==> src/rtl/hotspot_traffic_gen_pkg.sv <==
// Shared definitions for the hotspot traffic generator.
// Covers the flit layout, FSM state encoding, LFSR seed/taps and the
// helper functions used by both the generator and its LFSR.
package hotspot_traffic_gen_pkg;

    // Flit layout: {src[19:16], seq[15:4], dest[3:0]}
    localparam int FLIT_W   = 20;
    localparam int SRC_MSB  = 19;
    localparam int SRC_LSB  = 16;
    localparam int SEQ_MSB  = 15;
    localparam int SEQ_LSB  = 4;
    localparam int DEST_MSB = 3;
    localparam int DEST_LSB = 0;
    localparam int SEQ_W    = SEQ_MSB - SEQ_LSB + 1;
    localparam int NODE_W   = SRC_MSB - SRC_LSB + 1;

    // Fallback seed, used when a zero seed is requested (zero locks up an LFSR).
    localparam logic [15:0] DEFAULT_LFSR_SEED = 16'hACE1;

    // Right-shifting Fibonacci form of x^16+x^14+x^13+x^11+1.
    // The feedback taps are state bits 0, 2, 3 and 5.
    localparam logic [15:0] LFSR_TAPS = 16'h002D;

    typedef enum logic [1:0] {
        ST_IDLE = 2'd0,
        ST_GAP  = 2'd1,
        ST_SEND = 2'd2,
        ST_DONE = 2'd3
    } state_t;

    // One LFSR step: the XOR of the tapped bits enters at the top.
    function automatic logic [15:0] lfsr_next(input logic [15:0] cur);
        return {^(cur & LFSR_TAPS), cur[15:1]};
    endfunction

    // Destination choice from an already-advanced LFSR value.
    // The low byte decides hotspot vs. uniform traffic.
    // The uniform pick never targets the source itself.
    function automatic logic [NODE_W-1:0] pick_dest(
        input logic [15:0]       lfsr,
        input logic [NODE_W-1:0] src,
        input logic [NODE_W-1:0] hot,
        input logic [7:0]        thr
    );
        logic [NODE_W-1:0] dest;
        if (lfsr[7:0] < thr) begin
            dest = hot;
        end else if (lfsr[11:8] == src) begin
            dest = src + 4'd1;
        end else begin
            dest = lfsr[11:8];
        end
        return dest;
    endfunction

    // Pack the three flit fields.
    function automatic logic [FLIT_W-1:0] make_flit(
        input logic [NODE_W-1:0] src,
        input logic [SEQ_W-1:0]  seq,
        input logic [NODE_W-1:0] dest
    );
        return {src, seq, dest};
    endfunction

endpackage

==> src/rtl/hotspot_traffic_gen_lfsr16.sv <==
// 16-bit maximal-length LFSR.
// The register steps once per cycle while adv is high.
// A zero seed is replaced by the package default so the register can never lock up.
module lfsr16
    import hotspot_traffic_gen_pkg::*;
#(
    parameter logic [15:0] SEED = DEFAULT_LFSR_SEED
) (
    input  logic        clk,
    input  logic        rst,
    input  logic        adv,
    output logic [15:0] state
);

    localparam logic [15:0] RESET_VALUE = (SEED == 16'd0) ? DEFAULT_LFSR_SEED : SEED;

    logic [15:0] state_r;

    // LFSR register: seeded by reset, stepped only on request
    always_ff @(posedge clk or negedge rst) begin
        if (!rst) begin
            state_r <= RESET_VALUE;
        end else if (adv) begin
            state_r <= lfsr_next(state_r);
        end else begin
            state_r <= state_r;
        end
    end

    assign state = state_r;

endmodule

==> src/rtl/hotspot_traffic_gen.sv <==
// Hotspot traffic generator.
// On start it emits NUM_FLITS flits with INJ_GAP idle cycles between them.
// A fraction HOTSPOT_THR/256 of the flits targets HOTSPOT_ID; the rest
// target LFSR-chosen nodes and never this node itself.
// The flow control is valid/ready. All outputs are registered.
module hotspot_traffic_gen
    import hotspot_traffic_gen_pkg::*;
#(
    parameter logic [3:0]  SRC_ID      = 4'd0,
    parameter logic [3:0]  HOTSPOT_ID  = 4'd5,
    parameter logic [7:0]  HOTSPOT_THR = 8'd128,
    parameter logic [7:0]  INJ_GAP     = 8'd2,
    parameter logic [15:0] NUM_FLITS   = 16'd64,
    parameter logic [15:0] LFSR_SEED   = 16'hACE1
) (
    input  logic              clk,
    input  logic              rst,
    input  logic              start,
    input  logic              out_ready,
    output logic              out_valid,
    output logic [FLIT_W-1:0] dataout,
    output logic              busy,
    output logic              done,
    output logic [15:0]       sent_count
);

    state_t             state_r;
    state_t             state_s;
    logic [7:0]         gap_cnt_r;
    logic [7:0]         gap_cnt_s;
    logic [SEQ_W-1:0]   seq_r;
    logic [SEQ_W-1:0]   seq_s;
    logic [SEQ_W-1:0]   load_seq_s;
    logic [15:0]        sent_r;
    logic [15:0]        sent_s;
    logic [FLIT_W-1:0]  flit_r;
    logic [FLIT_W-1:0]  flit_s;
    logic               valid_r;
    logic               valid_s;
    logic               busy_r;
    logic               busy_s;
    logic               done_r;
    logic               done_s;
    logic               load_s;
    logic               accept_s;
    logic               last_s;
    logic [15:0]        lfsr_state_s;
    logic [15:0]        lfsr_adv_s;
    logic [NODE_W-1:0]  dest_s;

    // The LFSR steps on each flit load.
    // The destination is taken from the value the LFSR is about to hold,
    // so one load means exactly one step.
    lfsr16 #(
        .SEED (LFSR_SEED)
    ) u_lfsr (
        .clk   (clk),
        .rst   (rst),
        .adv   (load_s),
        .state (lfsr_state_s)
    );

    assign lfsr_adv_s = lfsr_next(lfsr_state_s);
    assign dest_s     = pick_dest(lfsr_adv_s, SRC_ID, HOTSPOT_ID, HOTSPOT_THR);
    assign accept_s   = valid_r & out_ready;
    assign last_s     = (sent_r == (NUM_FLITS - 16'd1));

    // Next-state and next-output logic for the run sequencer
    always_comb begin
        state_s    = state_r;
        gap_cnt_s  = gap_cnt_r;
        seq_s      = seq_r;
        sent_s     = sent_r;
        load_s     = 1'b0;
        load_seq_s = seq_r;

        case (state_r)
            ST_IDLE, ST_DONE: begin
                if (start) begin
                    sent_s     = 16'd0;
                    seq_s      = 12'd0;
                    load_seq_s = 12'd0;
                    gap_cnt_s  = 8'd0;
                    if (INJ_GAP == 8'd0) begin
                        state_s = ST_SEND;
                        load_s  = 1'b1;
                    end else begin
                        state_s = ST_GAP;
                    end
                end else begin
                    state_s = state_r;
                end
            end

            // GAP lasts exactly INJ_GAP cycles; the counter starts at 0 on entry
            ST_GAP: begin
                if (gap_cnt_r == (INJ_GAP - 8'd1)) begin
                    gap_cnt_s = 8'd0;
                    state_s   = ST_SEND;
                    load_s    = 1'b1;
                end else begin
                    gap_cnt_s = gap_cnt_r + 8'd1;
                end
            end

            // Hold the flit until it is accepted; start is ignored while busy
            ST_SEND: begin
                if (accept_s) begin
                    sent_s     = sent_r + 16'd1;
                    seq_s      = seq_r + 12'd1;
                    load_seq_s = seq_r + 12'd1;
                    if (last_s) begin
                        state_s = ST_DONE;
                    end else if (INJ_GAP == 8'd0) begin
                        state_s = ST_SEND;
                        load_s  = 1'b1;
                    end else begin
                        state_s   = ST_GAP;
                        gap_cnt_s = 8'd0;
                    end
                end else begin
                    state_s = ST_SEND;
                end
            end

            default: begin
                state_s = ST_IDLE;
            end
        endcase

        if (load_s) begin
            flit_s = make_flit(SRC_ID, load_seq_s, dest_s);
        end else begin
            flit_s = flit_r;
        end

        valid_s = (state_s == ST_SEND);
        busy_s  = (state_s == ST_GAP) || (state_s == ST_SEND);
        done_s  = (state_s == ST_DONE);
    end

    // State register and registered outputs; reset drops everything at once
    always_ff @(posedge clk or negedge rst) begin
        if (!rst) begin
            state_r   <= ST_IDLE;
            gap_cnt_r <= 8'd0;
            seq_r     <= 12'd0;
            sent_r    <= 16'd0;
            flit_r    <= 20'd0;
            valid_r   <= 1'b0;
            busy_r    <= 1'b0;
            done_r    <= 1'b0;
        end else begin
            state_r   <= state_s;
            gap_cnt_r <= gap_cnt_s;
            seq_r     <= seq_s;
            sent_r    <= sent_s;
            flit_r    <= flit_s;
            valid_r   <= valid_s;
            busy_r    <= busy_s;
            done_r    <= done_s;
        end
    end

    assign out_valid  = valid_r;
    assign dataout    = flit_r;
    assign busy       = busy_r;
    assign done       = done_r;
    assign sent_count = sent_r;

endmodule

==> config.mk <==
export PLATFORM = sky130hd
export DESIGN_NAME = hotspot_traffic_gen
export DESIGN_NICKNAME = d
export VERILOG_FILES = /design/src/rtl/hotspot_traffic_gen_pkg.sv /design/src/rtl/hotspot_traffic_gen_lfsr16.sv /design/src/rtl/hotspot_traffic_gen.sv
export SDC_FILE = /design/constraint.sdc
export NUM_CORES = 1
export LEC_CHECK = 0
export CAP_MARGIN = 15
export CORE_MARGIN = 2
export CORE_UTILIZATION = 55
export DETAILED_ROUTE_END_ITERATION = 6
export GPL_TIMING_DRIVEN = 0
export PLACE_DENSITY = 0.87
export SETUP_SLACK_MARGIN = 0.05
export SLEW_MARGIN = 20
export SYNTH_ARGS = -nofsm -noshare
export SYNTH_HDL_FRONTEND = slang
export SYNTH_SLANG_ARGS = --single-unit
==> constraint.sdc <==
create_clock -name clk -period 4.2 [get_ports clk]
set_input_delay 0.84 -clock clk [delete_from_list [all_inputs] [get_ports clk]]
set_output_delay 0.84 -clock clk [all_outputs]
set_load 0.02 [all_outputs]
After elaboration in Yosys (flattened, before gate mapping)
Index checks and enable logic that the tools add are counted.

Flip-flop bits (word level): 73. Input bits: 4. Output and inout bits: 39.

Mux-type cells: 20. Reductions and logical operators: 8. Bitwise gates (word level): 1. Magnitude comparators: 1. Equality and inequality tests: 11. $add $sub $neg: 3.

Operators with widths (count): 2-to-1 mux 16 bit (2); 2-to-1 mux 8 bit (4); case mux 16 bit (2 select lines) (1); 2-to-1 mux 12 bit (2); case mux 12 bit (2 select lines) (1); case mux 8 bit (3 select lines) (1); adder 16 x 1 -> 16 bit, second input constant (1); == test 16 x 6 -> 1 bit, second input constant (1); XOR reduction 16 bit (1); adder 12 x 1 -> 12 bit, second input constant (1); adder 8 x 1 -> 8 bit, second input constant (1); == test 2 bit, second input constant (4); == test 8 x 1 -> 1 bit, second input constant (1); < comparator 8 bit, second input constant (1); 2-to-1 mux 2 bit (4); 2-to-1 mux 4 bit (2); != test 2 bit, second input constant (3); case mux 2 bit (3 select lines) (1); AND reduction 3 bit (2); == test 2 x 1 -> 1 bit, second input constant (2); logical NOT 4 bit (1); logical NOT 2 bit (1); 2-to-1 mux 1 bit (2); nonzero test 2 bit (1); 3 further kinds (3).

Depth between registers and ports, before layout
Gate-level depths: netlist of run 1.

Depth in word-level cells: 6. Gate-level depth with buffers: 9.

By module
A second synthesis of run 1 with hierarchy kept.

Cell total of the unflattened synthesis: 333. Area, all modules: 3683.5 um^2.

Modules (own cells, without submodules): hotspot_traffic_gen (cells an instance 295, instances 1, area an instance 3007.9 um^2); lfsr16 (cells an instance 38, instances 1, area an instance 675.6 um^2).

Worst setup path before layout of run 1
No wires, ideal clock.

Path type: input to register. Start point: input port start. End point: register sent_r[8], in the netlist sent_count[8]. Setup time: 0.078 ns. Cell stages on the path: 5. Data arrival time: 2.136 ns. Path slack: 1.986 ns. Required time: 4.122 ns. Path buffers: 1. Path through: nor2b_1 or4b_4 buf_6 or4_1 a21oi_1.

Word-level cells in the longest chain between the ends: 2.

RTL lines: start: declaration (line hotspot_traffic_gen.sv:18) `input logic start,`; != test 2 bit (no line); AND reduction 3 bit (no line); end signal: assignment (line hotspot_traffic_gen.sv:157) `sent_r <= sent_s;`; end: declaration (line hotspot_traffic_gen.sv:34) `logic [15:0] sent_r;`.

No other way between the ends. A chain may end at the register's enable or synchronous reset.

Final worst setup path of run 1
Start point: input port out_ready. End point: register sent_r[8], in the netlist sent_count[8].

Word-level cells in the longest chain between the ends: 3.

RTL lines: start: declaration (line hotspot_traffic_gen.sv:19) `input logic out_ready,`; AND 1 bit (line hotspot_traffic_gen.sv:65) `assign accept_s = valid_r & out_ready;`; != test 2 bit (no line); AND reduction 3 bit (no line).

No other way between the ends.

==> impl_metrics.ini, run 1 <==
[route]
drtIter0Drc = 203
wl_per_cell_microns = 15.2
vias_per_cell = 5.81
wl_microns = 7280
dr.pass1.iters = 5
drtAntennaViolNets = 0
remaining_drc_errors = 0
dr_total_vias = 2779

[synthesis]
synth_edf_count = 0
yosysWarnings = 0
yosysSeqAreaShare = 0.510
postSynthCellCount = 343
synth_area_sq_um = 3600
avgSynthCellArea_sq_um = 10.5
async_flop_share = 1.00
ys_ff_latch = 73
ys.flop_type = dfrtp_1
synth.distinct_cells = 50

[cells_and_area]
drive_gt1_frac = 0.152
post-route-util = 0.676
fillers = 460
fin_nets = 407
antennaDiodeCount = 0
multi_input_area_sq_um = 1630
final_common_cell = dfrtp_1
syn2layout_area_growth_pct = 19.1
seq_area_sq_um = 1840
stdcell_area_sq_um = 4290
final_cell_mix = dfrtp_1 (65), clkdlybuf4s50_1 (37), nand2_1 (34), mux2_2 (26), o21ai_0 (20)

[die]
dieArea_sq_um = 7220
start_util = 0.568
die_h_microns = 85.0
io_pins = 43
fp.coreArea_sq_um = 6350
die_x_microns = 85.0
rows = 29

[clock_tree]
postCtsSetupRepairBufs = 0
cts_htree_levels = 3
holdBufCountCts = 0
clk_path_buf_depth = 2
clk_pin_slew_worst_paths_ns = 0.08
cts_root_buf = clkbuf_8
cts_tree = done
cts_sinks = 73
cts_resized = 0
clock_latency_ns = 0.34
numCtsBuffers = 9

[sta]
slew_headroom = 0.614
period_needed_ns = 2.63
setup_viol = 0
max_freq_mhz = 380
worst_slew_pin_slew_ns = 0.579
rsz0062_at_grt = no
slew_violations = 0
min_period_over_period = 0.626
hold_violations = 0
clock_skew_ns = 0.0104

[power_and_ir_drop]
irDropWorstVdd_mv = 0.186
p_leak_nw = 1.82
power_density_nw_per_um2 = 286

[global_routing]
grt_overflow = 0
grt_pass1_wl_microns = 12500
antenna_found_initial = 0
grt_pass1_vias = 2641
grt_max_degree = 43
grt_usage = 0.215

[worst_setup_path]
cp.arrival_ns = 2.89
crit_type = in2reg
cp.required_ns = 4.47
cp-end-kind = flip-flop
cp-start-kind = primary input
cp_max_fo = 10

[place]
place_congestion = 0.808
placed_cell_area_sq_um = 4110
detailed_place_hpwl_microns = 5150
numPortBuffers = 38

[hold_path]
hp-class = in2async

[run]
maxCapViolCount = 0

[run_status]
status = finished clean
stage by stage:
step	worst slack (ns)	total power [mW]	instances	hold slack [ns]	setup TNS, ns
finish	1.57	1.23	478	0.428	0
floorplan	1.99	0.722	346	0.455	0
global route	1.49	1.27	478	0.455	0
detailed placement	1.22	0.742	462	0.469	0
global placement	-0.129	0.740	461	0.465	-8.24
CTS	1.59	1.24	478	0.441	0
cells in the mapped netlist (all sizes together), types with 2 or more instances:
library cell  count  area, sq um
dfrtp            65         1630
nand2            34          128
mux2             26          293
o21ai            20          100
nor2             16         60.1
inv              13         48.8
a21oi            12         60.1
nand3            12         60.1
clkbuf           10         37.5
nor3              9         45.0
buf               8         60.1
dfstp             8          210
or4               8         60.1
ha                7         87.6
mux2i             7         70.1
nand2b            7         43.8
o31ai             7         52.6
or3               7         43.8
nor4              6         37.5
nand4             5         31.3
o211ai            5         37.5
o2bb2ai           5         43.8
xnor2             5         43.8
a211o             3         26.3
and2              3         18.8
and3              3         18.8
nor2b             3         18.8
o22ai             3         18.8
a21boi            2         26.3
a22o              2         17.5
and4              2         17.5
nand3b            2         15.0
nor3b             2         15.0
nor4b             2         17.5
o311ai            2         17.5
path summary, 6_finish.rpt:
| kind | start | end | cells past startpoint | slack, ns |
|---|---|---|---|---|
| min | rst | seq_r[9] | 1 | 0.43 |
| min reg2reg | dataout[0] | dataout[0] | 2 | 0.48 |
| min in group clk | dataout[0] | dataout[0] | 2 | 0.48 |
| max reg2reg | state_r[1] | gap_cnt_r[1] | 6 | 1.80 |
| max | out_ready | sent_count[8] | 6 | 1.57 |
| max in group asynchronous | rst | u_lfsr.state[11] | 2 | 3.15 |
per-layer routing:
layer,GRT usage,up-vias,routed length [microns]
met5,0,-,0
met2,0.327,89,3490
met1,0.297,1326,3330
li1,-,1350,-
met3,0.0399,14,320
met4,0.104,0,139
power by group:
group | leakage [nW] | internal (mW) | switching [mW]
clock network | 0.0911 | 0.243 | 0.257
registers | 0.950 | 0.703 | 0
logic | 0.779 | 0.00666 | 0.0181
worst max-delay path, cell delays in order:
cell and delay [ns]:
clkdlybuf4s50_1 0.64, a21boi_4 0.12, or4b_4 0.52, buf_6 0.16
or4_1 0.46, a21oi_1 0.15
logic make-up after synthesis:
group,synth area share
buffers and inverters,0.0406
multiplexers,0.101
adder cells (fa/ha/maj),0.0243
AO/OA/AOI/OAI,0.129
XOR/XNOR,0.0146
flip-flops,0.510
AND/OR/NAND/NOR,0.180
other,0.00104
registers in the layout (all words and copies together) (netlist names):
signal        count
dataout          16
sent_count       16
u_lfsr.state     16
seq_r            12
gap_cnt_r         8
state_r           2
busy              1
done              1
out_valid         1
area by class of cell:
cell class | count | area share
plain buffers | 18 | 0.0227
clock buffers | 11 | 0.0353
multi-input cells | 242 | 0.380
inverters | 13 | 0.0114
repair buffers | 39 | 0.0927
flip-flops and latches | 73 | 0.428
clock inverters | 5 | 0.00700
well taps | 77 | 0.0224
Note: power is estimated with default switching activity, not from simulation.
==> run 2, diff against run 1 <==
==> constraint.sdc (replaced) <==
create_clock -name clk -period 2.7 [get_ports clk]
set_input_delay 0.54 -clock clk [delete_from_list [all_inputs] [get_ports clk]]
set_output_delay 0.54 -clock clk [all_outputs]
set_load 0.02 [all_outputs]
==> results of run 2 <==
Same layout as run 1 (identical final DEF). Status: finished clean.
Main changes from that run: setup slack after placement 1.22 ns -> 0.0188 ns; setup slack after layout 1.57 ns -> 0.297 ns; hold slack 0.428 ns -> 0.128 ns; start point of the critical path out_ready -> state_r[1]; end point of the critical path sent_count[8] -> gap_cnt_r[1]; register-to-register setup slack 1.80 ns -> 0.30 ns; total power 1.23 mW -> 1.91 mW; worst IR drop on VDD 0.186 mV -> 0.290 mV
==> run 3, diff against run 2 <==
--- a/config.mk
+++ b/config.mk
@@ -7,10 +7,11 @@
 export LEC_CHECK = 0
 export CAP_MARGIN = 15
 export CORE_MARGIN = 2
-export CORE_UTILIZATION = 55
+export CORE_UTILIZATION = 45
 export DETAILED_ROUTE_END_ITERATION = 6
+export DONT_BUFFER_PORTS = 1
 export GPL_TIMING_DRIVEN = 0
-export PLACE_DENSITY = 0.87
+export PLACE_DENSITY = 0.62
 export SETUP_SLACK_MARGIN = 0.05
 export SLEW_MARGIN = 20
 export SYNTH_ARGS = -nofsm -noshare
==> impl_metrics.ini, run 3 (synthesis gave the netlist of run 1 again) <==
[worst_setup_path]
r2r_slack_ns = 0.33
cp_max_fo = 10
reg2regPathDepth = 6
cp.required_ns = 2.93
cp.arrival_ns = 2.60
cp-start-kind = flip-flop
critPathCapture = gap_cnt_r[1]
cp-end-kind = flip-flop
rr_startpoint = state_r[1]
timing.critical_path.from = state_r[1]
r2r-end = gap_cnt_r[1]
crit_type = reg2reg

[global_routing]
grt_max_degree = 66
grt_pass1_wl_microns = 12200
grt_pass1_vias = 2509
grt_overflow = 0
antenna_found_initial = 0
grt_usage = 0.180

[power_and_ir_drop]
irDropWorstVdd_mv = 0.282
p_leak_nw = 1.71
power.total_mw = 2.00
power_density_nw_per_um2 = 501

[die]
io_pins = 43
fp.coreArea_sq_um = 7730
start_util = 0.466
die_x_microns = 93.5
dieArea_sq_um = 8740
die_h_microns = 93.5
rows = 32

[sta]
worst_slew_pin_slew_ns = 0.558
min_period_over_period = 0.877
slew_violations = 0
slew_headroom = 0.628
fin_ws_ns = 0.332
clock_skew_ns = 0.0113
period_needed_ns = 2.37
setup_viol = 0
fin_tns_setup_ns = 0
max_freq_mhz = 422
hold_violations = 0
rsz0062_at_grt = no

[route]
dr.pass1.iters = 4
vias_per_cell = 5.67
wl_per_cell_microns = 16.1
drtAntennaViolNets = 0
dr_total_vias = 2649
drtIter0Drc = 138
wl_microns = 7520
remaining_drc_errors = 0

[hold_path]
hp-class = in2async

[run]
maxCapViolCount = 0

[clock_tree]
cts_sinks = 73
clk_pin_slew_worst_paths_ns = 0.07
clk_path_buf_depth = 2
postCtsSetupRepairBufs = 0
cts_resized = 0
cts_root_buf = clkbuf_8
numCtsBuffers = 9
holdBufCountCts = 1
cts_htree_levels = 3
cts_tree = done
clock_latency_ns = 0.35

[cells_and_area]
syn2layout_area_growth_pct = 10.7
multi_input_area_sq_um = 1630
stdcell_count = 467
drive_gt1_frac = 0.162
final_cell_mix = dfrtp_1 (65), nand2_1 (34), mux2_2 (26), o21ai_0 (20), nor2_1 (16)
seq_area_sq_um = 1840
fillers = 708
antennaDiodeCount = 0
final_common_cell = dfrtp_1
fin_nets = 371

[place]
dp.cells = 448
place_congestion = 0.772
detailed_place_hpwl_microns = 4970
post-place-ws_ns = 0.367
numPortBuffers = 0

[run_status]
status = finished clean
-- run 3: changes by cell type in the layout (fill, tap and decap cells not counted) --
| cell | change |
|---|---|
| clkdlybuf4s50_1 | -37 |
| buf_16 | +1 |
| clkinvlp_4 | -1 |
| dlygate4sd3_1 | +2 |
| clkinv_2 | -1 |
| clkbuf_1 | +1 |
| buf_4 | -1 |
| clkinv_4 | +1 |
| bufinv_16 | +1 |
| buf_12 | -1 |
| clkbuf_8 | -1 |
-- run 3: per-layer routing --
| layer | global-route usage | up-vias | wire, microns |
|---|---|---|---|
| met3 | 0.0524 | 12 | 315 |
| li1 | - | 1276 | - |
| met1 | 0.243 | 1313 | 3630 |
| met2 | 0.281 | 48 | 3480 |
| met4 | 0.0588 | 0 | 106 |
| met5 | 0 | - | 0 |
-- run 3: worst min path at each step --
stage | from | endpoint | slack [ns] | cells past startpoint
detailed placement | rst | sent_count[13] | 0.25 | 0
global placement | rst | sent_count[13] | 0.25 | 0
CTS | rst | u_lfsr.state[15] | 0.01 | 0
finish | rst | u_lfsr.state[0] | 0.03 | 0
global route | rst | u_lfsr.state[0] | 0.007 | 0
floorplan | rst | busy | 0.24 | 0
-- run 3: final cells by class --
type / instances / area share
Buffer: 18 / 0.0245
Clock buffer: 11 / 0.0354
Clock inverter: 5 / 0.0141
Inverter: 13 / 0.0122
Multi-Input combinational cell: 242 / 0.409
Sequential cell: 73 / 0.460
Tap cell: 102 / 0.0320
Timing Repair Buffer: 3 / 0.0119
-- run 3: power breakdown --
group	total (mW)	internal, mW	switching, mW
sequential	1.09	1.09	0
clock	0.870	0.451	0.419
combinational	0.0360	0.0102	0.0258
total	2.00	1.55	0.445
-- run 3: metrics by stage --
| step | area (sq um) | utilization | hold slack, ns |
|---|---|---|---|
| after global placement | 3740 | 0.484 | 0.246 |
| after floorplan | 3620 | - | 0.244 |
| after detailed placement | 3740 | 0.484 | 0.246 |
| after global routing | 3990 | 0.516 | 0.00720 |
| final | 3990 | 0.516 | 0.0317 |
| after CTS | 3970 | 0.514 | 0.0124 |
-- run 3: worst max-delay path: stages (launching register included) --
cell and delay, ns:
dfrtp_1 0.42, ha_1 0.35, nor2b_1 0.18, clkbuf_1 0.22
nor2_1 0.48, and2_1 0.27, mux2_2 0.34
